[config.mk]
export PLATFORM = sky130hd
export DESIGN_NAME = io_pad_arbiter_flat
export DESIGN_NICKNAME = d
export VERILOG_FILES = /design/src/rtl/io_pad_arbiter_if.sv /design/src/rtl/io_pad_arbiter.sv /design/src/flat_wrapper.sv
export SDC_FILE = /design/constraint.sdc
export NUM_CORES = 1
export LEC_CHECK = 0
export ABC_AREA = 1
export ABC_CLOCK_PERIOD_IN_PS = 2300
export CORE_MARGIN = 2
export CORE_UTILIZATION = 50
export CTS_CLUSTER_SIZE = 30
export DETAILED_ROUTE_END_ITERATION = 10
export PLACE_DENSITY = 0.77
export SYNTH_ARGS = -nofsm -noshare
export SYNTH_HDL_FRONTEND = slang
export SYNTH_SLANG_ARGS = --single-unit
[constraint.sdc]
create_clock -name clk -period 2.3 [get_ports clk]
set_clock_uncertainty 0.15 [all_clocks]
set_input_delay 0.46 -clock clk [delete_from_list [all_inputs] [get_ports clk]]
set_output_delay 0.46 -clock clk [all_outputs]
set_load 0.05 [all_outputs]
[src/rtl/io_pad_arbiter_if.sv]
// Request/grant bundle between the peripheral cores and the pad arbiter.
// The master modport belongs to the requesting side; the arbiter takes the slave view.
interface io_pad_arbiter_if #(
  parameter int NFUNC    = 4,
  parameter int MUXWIDTH = $clog2(NFUNC)
);
  logic [NFUNC-1:0]    req;
  logic [NFUNC-1:0]    grant;
  logic [MUXWIDTH-1:0] func_select;
  logic                busy;
  logic                preempted;

  modport master (output req, input grant, input func_select, input busy, input preempted);
  modport slave  (input req, output grant, output func_select, output busy, output preempted);
endinterface

[src/rtl/io_pad_arbiter.sv]
// Round-robin owner sequencing for one shared IO pad, with an optional hold limit
// and a tri-state turnaround after every transmit owner.
module io_pad_arbiter #(
  parameter int TXCOUNT    = 2,
  parameter int RXCOUNT    = 2,
  parameter int TURNAROUND = 2,
  parameter int MAX_HOLD   = 0
) (
  input  logic            clk,
  input  logic            rst,
  io_pad_arbiter_if.slave bus_if
);
  localparam int NFUNC    = TXCOUNT + RXCOUNT;
  localparam int MUXWIDTH = $clog2(NFUNC);
  localparam int MW1      = MUXWIDTH + 1;
  localparam int HOLDW    = (MAX_HOLD > 0) ? $clog2(MAX_HOLD + 1) : 1;

  localparam logic [HOLDW-1:0]    HOLD_MAX  = HOLDW'(MAX_HOLD);
  localparam logic [HOLDW-1:0]    HOLD_LAST = (MAX_HOLD > 0) ? HOLDW'(MAX_HOLD - 1) : '0;
  localparam logic [3:0]          TURN_LAST = (TURNAROUND > 0) ? 4'(TURNAROUND - 1) : 4'd0;
  localparam logic [MUXWIDTH-1:0] FIRST_TX  = MUXWIDTH'(RXCOUNT);
  localparam logic [MW1-1:0]      NFUNC_W   = MW1'(NFUNC);

  if (TXCOUNT <= 0 || RXCOUNT <= 0) begin : g_bad_count
    $error("io_pad_arbiter: TXCOUNT and RXCOUNT must both be > 0");
  end
  if (TURNAROUND < 0 || TURNAROUND > 15 || MAX_HOLD < 0) begin : g_bad_timing
    $error("io_pad_arbiter: TURNAROUND must be 0..15 and MAX_HOLD >= 0");
  end

  typedef enum logic [1:0] {ST_IDLE, ST_GRANT, ST_TURN} state_t;

  state_t              state_q, state_d;
  logic [MUXWIDTH-1:0] rr_q, rr_d;
  logic [MUXWIDTH-1:0] sel_q, sel_d;
  logic [MUXWIDTH-1:0] owner_d;
  logic [NFUNC-1:0]    grant_q, grant_d;
  logic [HOLDW-1:0]    hold_q, hold_d;
  logic [3:0]          turn_q, turn_d;
  logic                busy_q, busy_d;
  logic                pre_q, pre_d;
  logic                preempt;

  logic [NFUNC-1:0]    req_rot;
  logic [MUXWIDTH-1:0] win_off;
  logic [MUXWIDTH-1:0] win_code;
  logic                owner_req;
  logic                others_req;
  logic                limit_hit;

  function automatic logic [MUXWIDTH-1:0] wrap_add(input logic [MUXWIDTH-1:0] a,
                                                   input logic [MUXWIDTH-1:0] b);
    logic [MW1-1:0] s;
    s = {1'b0, a} + {1'b0, b};
    if (s >= NFUNC_W) s = s - NFUNC_W;
    return s[MUXWIDTH-1:0];
  endfunction

  // req_rot[k] is the request k positions after the round-robin pointer.
  for (genvar gi = 0; gi < NFUNC; gi++) begin : g_rot
    logic [MUXWIDTH-1:0] idx;
    assign idx         = wrap_add(rr_q, MUXWIDTH'(gi));
    assign req_rot[gi] = bus_if.req[idx];
  end

  always_comb begin
    win_off = '0;
    for (int k = NFUNC - 1; k >= 0; k--) begin
      if (req_rot[k]) win_off = MUXWIDTH'(k);
    end
  end

  assign win_code   = wrap_add(rr_q, win_off);
  assign owner_req  = bus_if.req[sel_q];
  assign others_req = |(bus_if.req & ~grant_q);
  assign limit_hit  = (MAX_HOLD > 0) && (hold_q >= HOLD_LAST);

  always_ff @(posedge clk or posedge rst) begin
    if (rst) begin
      state_q <= ST_IDLE;
      rr_q    <= '0;
      sel_q   <= '0;
      grant_q <= '0;
      hold_q  <= '0;
      turn_q  <= '0;
      busy_q  <= 1'b0;
      pre_q   <= 1'b0;
    end else begin
      state_q <= state_d;
      rr_q    <= rr_d;
      sel_q   <= sel_d;
      grant_q <= grant_d;
      hold_q  <= hold_d;
      turn_q  <= turn_d;
      busy_q  <= busy_d;
      pre_q   <= pre_d;
    end
  end

  always_comb begin
    state_d = state_q;
    owner_d = sel_q;
    rr_d    = rr_q;
    hold_d  = hold_q;
    turn_d  = turn_q;
    preempt = 1'b0;
    case (state_q)
      ST_IDLE: begin
        if (|bus_if.req) begin
          state_d = ST_GRANT;
          owner_d = win_code;
          hold_d  = '0;
        end
      end
      ST_GRANT: begin
        // An owner that drops its request in the limit cycle is a plain release.
        if (!owner_req || (limit_hit && others_req)) begin
          preempt = owner_req;
          rr_d    = wrap_add(sel_q, MUXWIDTH'(1));
          owner_d = '0;
          turn_d  = '0;
          state_d = (TURNAROUND > 0 && sel_q >= FIRST_TX) ? ST_TURN : ST_IDLE;
        end else if (hold_q != HOLD_MAX) begin
          hold_d = hold_q + HOLDW'(1);
        end
      end
      ST_TURN: begin
        if (turn_q == TURN_LAST) state_d = ST_IDLE;
        else                     turn_d  = turn_q + 4'd1;
      end
      default: state_d = ST_IDLE;
    endcase
  end

  always_comb begin
    busy_d = (state_d != ST_IDLE);
    sel_d  = (state_d == ST_GRANT) ? owner_d : '0;
    pre_d  = preempt;
  end

  for (genvar gi = 0; gi < NFUNC; gi++) begin : g_grant
    assign grant_d[gi] = (state_d == ST_GRANT) && (owner_d == MUXWIDTH'(gi));
  end

  assign bus_if.grant       = grant_q;
  assign bus_if.func_select = sel_q;
  assign bus_if.busy        = busy_q;
  assign bus_if.preempted   = pre_q;
endmodule

[src/flat_wrapper.sv]
// flat-port wrapper written by rule: the top's interface ports become plain ports
module io_pad_arbiter_flat 
#(
  parameter int TXCOUNT    = 2,
  parameter int RXCOUNT    = 2,
  parameter int TURNAROUND = 2,
  parameter int MAX_HOLD   = 0
)
  (clk, rst, bus_if_req, bus_if_grant, bus_if_func_select, bus_if_busy, bus_if_preempted);
  io_pad_arbiter_if #(.NFUNC(4)) bus_if_i ();
  input  logic clk;
  input  logic rst;
  input wire logic [$bits(bus_if_i.req)-1:0] bus_if_req;
  output wire logic [$bits(bus_if_i.grant)-1:0] bus_if_grant;
  output wire logic [$bits(bus_if_i.func_select)-1:0] bus_if_func_select;
  output wire logic [$bits(bus_if_i.busy)-1:0] bus_if_busy;
  output wire logic [$bits(bus_if_i.preempted)-1:0] bus_if_preempted;
  assign bus_if_i.req = bus_if_req;
  assign bus_if_grant = bus_if_i.grant;
  assign bus_if_func_select = bus_if_i.func_select;
  assign bus_if_busy = bus_if_i.busy;
  assign bus_if_preempted = bus_if_i.preempted;
  io_pad_arbiter #(.TXCOUNT(TXCOUNT), .RXCOUNT(RXCOUNT), .TURNAROUND(TURNAROUND), .MAX_HOLD(MAX_HOLD)) u_core (.clk(clk), .rst(rst), .bus_if(bus_if_i));
endmodule
==> impl_metrics.tcl <==
set metrics [dict create \
    port_buffers 12 \
    drv_cap 0 \
    dieArea_um2 2420 \
    chipWidth_um 49.2 \
    gr-total-overflow 0 \
    power.leakage_uw 0.000728 \
    place.gp.congestion 0.863 \
    fmax_mhz 448 \
    pre_cts_ws_ns -0.282 \
    slowest_stage "clkdlybuf4s50_1" \
    worstSetupStartpointType "register" \
    dr_total_vias 982 \
    clock_sinks 15 \
    fin_util_pct 69.9 \
    max-slew-margin-rel_pct 64.2 \
    power_uw 1970 \
    netlist_area_um2 1020 \
    io_pins 14 \
    status "finished, final reports clean" \
    dr.pass1.iters 4 \
    drive_above_1_share_pct 32.3 \
    crit_fanout 7 \
    cts_tree "built" \
    syn2layout_area_growth_pct 33.0 \
    ctsRootBufferMaster "clkbuf_4" \
    grt_busiest_layer "met2" \
    wl_um 2200 \
    grtUsageMet3_pct 3.37 \
    setup_ws_ns 0.0678 \
    final_common_cell "nand2_1" \
    cpPeakStageDelay_ns 0.86 \
    crit_chain "clkdlybuf4s50_1" \
    syn_area_per_cell_um2 7.29 \
    yosysWarnings 0 \
    synth_cell_types 28 \
    nFillCells 177 \
    cts_made_buffers 3 \
    layout_common_cells "35 x nand2_1, 17 x nand2_2, 15 x inv_1" \
    place_area_um2 1220 \
    nets 178 \
    power_density_nw_per_um2 1450 \
    clockBufferDepth 2 \
    hold_path.class "in -> async" \
    ys_ff_latch 15 \
    slew_violations 0 \
    drc 0 \
    arrival_ns 1.62 \
    critPathCaptureType "output port" \
    grt_pass1_vias 934 \
    ant_nets 0 \
    worst_pin_slew_ns 0.536 \
    required_ns 1.69 \
    cp_top_family "buffers and inverters" \
    die_y_um 49.2 \
    finalCritPeriodShare_pct 97.1 \
    stdcell_area_um2 1360 \
    first_iter_violations 8 \
    setup_tns_ns 0 \
    crit_type "reg -> out" \
    rsz0062_at_grt "true" \
    synthCells 140 \
    dpl.hpwl_um 1670 \
    start_util_pct 52.6 \
    path_buf_inv 1 \
    antennaDiodeCount 0 \
    use_met2_pct 35.8 \
    met1_usage_pct 23.4 \
    cts.htree.levels 1 \
    grt_max_degree 16 \
    finalSetupViolations 0 \
    synth-seq-area-share_pct 36.8 \
    clk_latency_ns 0.29 \
    antenna_found_initial 0 \
    core_area_um2 1940 \
    holdBufCountCts 0 \
    clkTransAtPathRegs_ns 0.09 \
    vias_per_cell 5.06 \
    grt_pass1_wl_um 3800 \
    ir_worst_vdd_uv 990 \
    wl_per_cell_um 11.3 \
    fin_crit_ns 2.23 \
    syn-num-nets 150 \
    grtUsageTotal_pct 20.3 \
    row_count 16 \
    hold_viol 0 \
]
## synthesized netlist by cell type
master | n | share of area [%]
buf_6 | 1 | 1.1
nor2_4 | 2 | 2.2
conb_1 | 1 | 0.37
xor2_1 | 1 | 0.86
and2_1 | 1 | 0.61
nor2_1 | 7 | 2.6
ha_1 | 4 | 4.9
nand3_2 | 1 | 0.98
buf_4 | 2 | 1.5
inv_8 | 1 | 1.1
dfrtp_1 | 15 | 37
o21ai_0 | 8 | 3.9
a21boi_1 | 1 | 0.74
nand4_2 | 1 | 1.2
o211ai_1 | 1 | 0.74
inv_2 | 5 | 1.8
nand3_1 | 6 | 2.9
nand4_1 | 1 | 0.61
nand2_2 | 9 | 5.5
a31oi_1 | 1 | 0.61
nor2_2 | 1 | 0.61
nand2_1 | 44 | 16
nand3b_1 | 1 | 0.74
o32ai_1 | 1 | 0.86
a21oi_1 | 5 | 2.5
inv_1 | 16 | 5.9
o21ai_1 | 1 | 0.49
a21oi_2 | 2 | 1.7
## per-layer routing
metal,part of all wire (%),wire (um)
met4,1.9,42
met2,53,1170
met3,2.9,64
met5,0,0
met1,42,925
## final timing paths
kind	from	endpoint	slack, ns	cells after the start
max reg2reg	u_core.rr_q[0]	u_core.bus_if.grant[1]	0.09	15
max	u_core.bus_if.func_select[0]	bus_if_func_select[0]	0.07	1
min reg2reg	u_core.turn_q[3]	u_core.turn_q[3]	0.40	2
min	rst	u_core.turn_q[0]	0.35	2
min in group clk	u_core.turn_q[3]	u_core.turn_q[3]	0.40	2
max in group asynchronous	rst	u_core.rr_q[0]	1.27	2
## flip-flops by register name (all words and copies together), names as in the netlist
name and count:
u_core.state_q 2, u_core.bus_if.grant 4, u_core.bus_if.busy 1, u_core.bus_if.func_select 2
u_core.rr_q 2, u_core.turn_q 4
## per-stage QoR
step	instances	hold WS, ns
after global placement	185	0.355
after floorplan	140	0.211
after global routing	194	0.410
after detailed placement	185	0.376
after CTS	189	0.365
final	194	0.348
## power by group
part	total (uW)	leakage (uW)	internal (uW)	switching, uW
combinational	1380	0.000514	549	828
sequential	436	0.000196	357	79.4
clock	153	0.0000177	64.9	87.7
total	1970	0.000728	971	996
## worst reg2reg max path, stage by stage (launching register included)
cell and delay (ns):
dfrtp_2 0.44, buf_12 0.13, clkinv_8 0.06, nand2_2 0.07
nand2_1 0.05, nand2_1 0.05, nand2_1 0.06, a31oi_1 0.17
nor2_1 0.07, ha_2 0.20, xor2_2 0.17, nand3_1 0.10
nand3_2 0.08, nand2_2 0.10, nand2_2 0.06, and2_4 0.16
## what timing repair did
action	4_1_cts	5_1_grt
setup endpoints to repair	0	6
buffers inserted	0	5
resized for setup	0	24
## final cells by class
cell class	count	area [um2]	share of cell area (%)
Clock inverter	1	5.00	0.369
Sequential cell	15	377	27.7
Clock buffer	3	22.5	1.66
Inverter	22	95.1	7.00
Tap cell	27	33.8	2.49
Multi-Input combinational cell	100	569	41.9
Timing Repair Buffer	26	255	18.8
## kinds of logic (layout without fill, tap and decap cells)
kind of cell / after synthesis / count (layout) / synth area share, %
AND/OR/NAND/NOR: 74 / 74 / 34.2
buffers and inverters: 25 / 52 / 11.4
AO/OA/AOI/OAI: 20 / 20 / 11.5
flip-flops: 15 / 15 / 36.8
adder cells (fa/ha/maj): 4 / 4 / 4.90
other: 1 / 1 / 0.367
XOR/XNOR: 1 / 1 / 0.858
Power figures use the tool's default switching activity.
